==> config.mk <==
export PLATFORM = sky130hd
export DESIGN_NAME = clk_div_multi
export DESIGN_NICKNAME = d
export VERILOG_FILES = /design/src/rtl/dds_clk_pkg.sv /design/src/rtl/clk_div_chan.sv /design/src/rtl/clk_div_multi.sv
export SDC_FILE = /design/constraint.sdc
export NUM_CORES = 1
export LEC_CHECK = 0
export ABC_AREA = 1
export BUFFER_PORTS_ARGS = -buffer_cell sky130_fd_sc_hd__buf_2
export CORE_ASPECT_RATIO = 1.1
export CORE_MARGIN = 2
export CORE_UTILIZATION = 50
export DETAILED_ROUTE_END_ITERATION = 8
export PLACE_DENSITY = 0.69
export SLEW_MARGIN = 20
export SYNTH_ARGS = -nofsm -noshare
export SYNTH_HDL_FRONTEND = slang
export SYNTH_SLANG_ARGS = --single-unit
==> constraint.sdc <==
create_clock -name PLL_CLK -period 1.5 [get_ports PLL_CLK]
set_input_delay 0.3 -clock PLL_CLK [delete_from_list [all_inputs] [get_ports PLL_CLK]]
set_output_delay 0.3 -clock PLL_CLK [all_outputs]
set_load 0.03 [all_outputs]
==> src/rtl/dds_clk_pkg.sv <==
// Shared defaults and bus-slicing helper for the DDS clock dividers.
package dds_clk_pkg;

  localparam int unsigned DIV_W_DEF   = 8;
  localparam int unsigned DIV_RST_DEF = 0;

  // LSB position of channel ch inside a packed per-channel bus of width w.
  function automatic int unsigned chan_lsb(input int unsigned ch, input int unsigned w);
    return ch * w;
  endfunction

endpackage

==> src/rtl/clk_div_chan.sv <==
// One divider channel: half-period counter with shadowed ratio, glitch-free enable,
// sync restart and an optional negedge-retimed output.
module clk_div_chan #(
  parameter int unsigned      DIV_W   = 8,
  parameter logic [DIV_W-1:0] DIV_RST = '0,
  parameter bit               PHASE   = 1'b0
) (
  input  logic             PLL_CLK,
  input  logic             RESETn,
  input  logic [DIV_W-1:0] div_i,
  input  logic             load_i,
  input  logic             en_i,
  input  logic             sync_i,
  output logic             clk_o,
  output logic             busy_o
);

  logic [DIV_W-1:0] cnt;
  logic [DIV_W-1:0] d_act;
  logic [DIV_W-1:0] d_sh;
  logic             q;
  logic             q_n;
  logic             pending;
  logic             run;
  logic             wrap;
  logic             active;

  assign wrap   = (cnt == d_act);
  // A channel whose run dropped keeps going until it is back at the idle point.
  assign active = run || q || (cnt != '0);

  always_ff @(posedge PLL_CLK or negedge RESETn) begin
    if (!RESETn) begin
      cnt     <= '0;
      q       <= 1'b0;
      d_act   <= DIV_RST;
      d_sh    <= DIV_RST;
      pending <= 1'b0;
      run     <= 1'b0;
    end else begin
      run <= en_i;
      if (sync_i && (run || en_i)) begin
        cnt <= '0;
        q   <= 1'b0;
        if (pending) begin
          d_act   <= d_sh;
          pending <= 1'b0;
        end
      end else if (active) begin
        if (wrap) begin
          cnt <= '0;
          q   <= ~q;
          // Only the falling wrap may take a new ratio, so no runt pulse.
          if (q && pending) begin
            d_act   <= d_sh;
            pending <= 1'b0;
          end
        end else begin
          cnt <= cnt + 1'b1;
        end
      end else if (pending) begin
        d_act   <= d_sh;
        pending <= 1'b0;
      end
      // Placed last so a coincident load always survives as pending.
      if (load_i) begin
        d_sh    <= div_i;
        pending <= 1'b1;
      end
    end
  end

  always_ff @(negedge PLL_CLK or negedge RESETn) begin
    if (!RESETn) q_n <= 1'b0;
    else         q_n <= q;
  end

  assign clk_o  = PHASE ? q_n : q;
  assign busy_o = pending;

endmodule

==> src/rtl/clk_div_multi.sv <==
// Multi-channel programmable clock divider: slices the buses and fans out sync.
module clk_div_multi
  import dds_clk_pkg::*;
#(
  parameter int unsigned         DIV_W      = DIV_W_DEF,
  parameter int unsigned         N_CH       = 2,
  parameter int unsigned         DIV_RST    = DIV_RST_DEF,
  parameter logic [N_CH-1:0]     PHASE_MASK = N_CH'(2'b10)
) (
  input  logic                   PLL_CLK,
  input  logic                   RESETn,
  input  logic [N_CH*DIV_W-1:0]  div_i,
  input  logic [N_CH-1:0]        load_i,
  input  logic [N_CH-1:0]        en_i,
  input  logic                   sync_i,
  output logic [N_CH-1:0]        clk_o,
  output logic [N_CH-1:0]        busy_o
);

  for (genvar i = 0; i < N_CH; i++) begin : g_chan
    clk_div_chan #(
      .DIV_W   (DIV_W),
      .DIV_RST (DIV_W'(DIV_RST)),
      .PHASE   (PHASE_MASK[i])
    ) u_chan (
      .PLL_CLK (PLL_CLK),
      .RESETn  (RESETn),
      .div_i   (div_i[chan_lsb(i, DIV_W) +: DIV_W]),
      .load_i  (load_i[i]),
      .en_i    (en_i[i]),
      .sync_i  (sync_i),
      .clk_o   (clk_o[i]),
      .busy_o  (busy_o[i])
    );
  end

endmodule
==> results.py <==
metrics = {
    "pwr": {
        "p_leak_uw": 0.00171,
        "vdd_drop_max_uv": 659,
        "powerDensity_mw_per_mm2": 1550,
    },
    "flow_run": {
        "drv_cap": 0,
    },
    "clock_network": {
        "clk_pin_slew_ns": 0.10,
        "clk_latency_ns": 0.31,
        "cts_tree": "done",
        "holdBufCountCts": 0,
        "clock_sinks": 55,
        "cts_inserted_buffers": 5,
        "clk_path_buf_depth": 2,
        "cts-root-buf": "clkbuf_8",
        "cts-htree-levels": 2,
    },
    "synth": {
        "synth_top_cell_area_share": 0.486,
        "async_reset_ff_frac": 1.00,
        "ys_seq_area_frac": 0.495,
        "syn_avg_cell_area_sq_um": 8.06,
        "synth.distinct_cells": 27,
        "syn_nets": 372,
        "synth_top_area_cell": "dfrtp_1",
        "synth_area_leaders": "dfrtp_1 49%, nand2_1 18%, nand3_1 6.1%, inv_1 3.9%, nor2_1 3.0%",
        "synth_edf_count": 0,
        "dominantRegCellSynth": "dfrtp_1",
        "yosys_register_bits": 55,
        "yosysWarnings": 0,
        "syn_area_sq_mm": 0.00278,
        "syn_inst": 345,
    },
    "setup_path": {
        "crit_required_ns": 1.20,
        "worst-path-buf-inv": 1,
        "arrival_ns": 1.59,
        "critPathMaxStageDelay_ns": 0.41,
        "worst-setup-path-type": "flop to output port",
        "cp.depth": 1,
        "crit_fanout": 1,
        "worst_setup_path_end_kind": "output port",
        "crit_family": "flip-flops",
        "cp_slowest_cell": "dfrtn_1",
        "r2r_cells": 10,
        "cp-start-kind": "flop",
        "worstPathCellList": "buf_6",
    },
    "floorplan": {
        "die_y_um": 82.2,
        "start_util": 0.519,
        "ios": 27,
        "die_w_um": 75.1,
        "rows": 28,
        "design.die.area_sq_mm": 0.00617,
        "coreArea_sq_mm": 0.00536,
    },
    "global_routing": {
        "grt_pass1_vias": 1953,
        "grt_max_degree": 55,
        "antenna_found_initial": 0,
        "grt_pass1_wl_um": 8650,
        "grt_usage": 0.181,
        "overflow": 0,
    },
    "sta": {
        "final_hold_viol_count": 0,
        "tns_ns": -0.393,
        "fin_ws_ns": -0.393,
        "worst_slew_pin_slew_ns": 0.431,
        "rsz0062_at_grt": "yes",
        "slew_headroom": 0.710,
        "drv_slew": 0,
        "setup_viol": 1,
        "finalClockSkew_ns": 0.00772,
    },
    "detailed_routing": {
        "routed_via_density": 4.79,
        "routed_wl_um": 5180,
        "routed-via-count": 2206,
        "first_iter_violations": 121,
        "wl_per_cell_um": 11.2,
        "drtAntennaViolNets": 0,
        "firstDrtPassIters": 5,
        "drc": 0,
    },
    "status": {
        "outcome": "complete, but fails checks",
        "violations": "setup timing",
    },
    "placement": {
        "place_area_sq_mm": 0.00299,
        "preCtsSetupSlack_ns": -0.0991,
        "place_hpwl_um": 3620,
        "port_buffers": 26,
        "gp_congestion": 0.789,
    },
    "layout": {
        "final_util": 0.615,
        "fin_area_sq_mm": 0.00330,
        "drive_above_1_share": 0.223,
        "layout.nets": 412,
        "antenna_cells": 0,
        "syn_to_final_growth_pct": 18.6,
    },
    "worst_hold_path": {
        "hold_path.class": "primary input to async pin",
    },
}
state kept, by name, indices dropped and copies added (netlist names):
signal                count
g_chan.u_chan.q           1
g_chan.u_chan.d_act      16
g_chan.u_chan.run         2
g_chan.u_chan.busy_o      2
g_chan.u_chan.d_sh       16
g_chan.u_chan.clk_o       2
g_chan.u_chan.cnt        16
metal layers:
metal | up-vias | GRT usage | wire [um]
li1 | 1152 | - | -
met4 | 0 | 0.0429 | 42
met3 | 4 | 0.0364 | 177
met2 | 49 | 0.290 | 2450
met5 | - | 0 | 0
met1 | 1001 | 0.254 | 2510
cell usage after synthesis, types with 2 or more instances:
cell type and number:
nand2_2 5, nand3_1 34, o21ai_0 5, nand2_4 4, inv_2 6, dfrtp_1 54
xor2_1 6, nand2_1 137, ha_1 4, buf_4 4, clkbuf_1 2, clkinv_1 2
o21ai_1 2, xnor2_1 7, inv_1 29, nor3_2 2, nor2_4 3, nand4_1 3
nor2_1 22, nor3_1 6, nand3_4 2
what timing repair did:
item,in CTS,in global routing
pin swaps,0,8
endpoints found under the setup margin,12,27
gates resized for setup,3,22
setup buffers,1,7
cloned,0,3
worst reg2reg max path: stages (launching register included):
cell and delay [ns]:
dfrtp_1 0.43, inv_2 0.07, ha_4 0.15, nand2_1 0.05, nor2_1 0.04, nand2_1 0.10
nand2_2 0.11, nand2_4 0.16, nand2_8 0.08, nand2_1 0.07, nand2_1 0.04
layout make-up:
class / instances / area, sq um
repair buffers: 37 / 231
multi-input cells: 249 / 1340
clock buffers: 5 / 68.8
inverters: 37 / 139
clock inverters: 3 / 47.5
fillers: 481 / 2060
flip-flops and latches: 55 / 1380
well taps: 75 / 93.8
power breakdown:
part           switching (uW)  total (uW)  internal (uW)
Combinational            1170        1990            824
Sequential                294        2120           1820
Clock                     498        1000            507
logic make-up after synthesis:
kind of cell	count (synthesis)	share of synthesized area
compound gates	7	0.0126
xor+xnor	14	0.0468
fa+ha+maj	4	0.0180
simple gates	221	0.360
flops	55	0.495
buf+inv	44	0.0675
stage by stage:
step,hold WS (ns),instances,total power (uW)
finish,0.0452,461,5110
global route,0.0639,461,5530
CTS,0.0593,451,4800
detailed placement,0.399,442,3750
global placement,0.402,442,3710
floorplan,0.00441,345,3420
placed cells by master (no fill, tap or decap), types with 2 or more instances in the layout:
| master | n |
|---|---|
| buf_2 | 25 |
| buf_4 | 10 |
| clkbuf_8 | 5 |
| clkinv_1 | 2 |
| dfrtp_1 | 53 |
| ha_1 | 2 |
| ha_4 | 2 |
| inv_1 | 28 |
| inv_2 | 7 |
| nand2_1 | 131 |
| nand2_2 | 10 |
| nand2_4 | 5 |
| nand2_8 | 2 |
| nand3_1 | 33 |
| nand3_2 | 2 |
| nand3_4 | 2 |
| nand4_1 | 3 |
| nor2_1 | 21 |
| nor2_4 | 5 |
| nor3_1 | 5 |
| nor3_2 | 2 |
| o21ai_0 | 5 |
| o21ai_1 | 2 |
| xnor2_1 | 7 |
| xor2_1 | 6 |
final timing paths:
check	slack [ns]	to	from
setup / recovery	-0.39	clk_o[1]	g_chan[1].u_chan.clk_o$_DFF_NN0_
hold / removal	0.05	g_chan[0].u_chan.d_sh[0]$_DFFE_PN0P_	RESETn
setup reg to reg	0.09	g_chan[0].u_chan.d_act[1]$_DFFE_PN0P_	g_chan[0].u_chan.cnt[1]$_DFFE_PN0P_
hold reg to reg	0.48	g_chan[1].u_chan.d_act[6]$_DFFE_PN0P_	g_chan[1].u_chan.d_sh[6]$_DFFE_PN0P_
max in group asynchronous	0.90	g_chan[1].u_chan.clk_o$_DFF_NN0_	RESETn
min in group PLL_CLK	0.11	g_chan[0].u_chan.run$_DFF_PN0_	en_i[0]
Note: power is estimated with default switching activity, not from simulation.
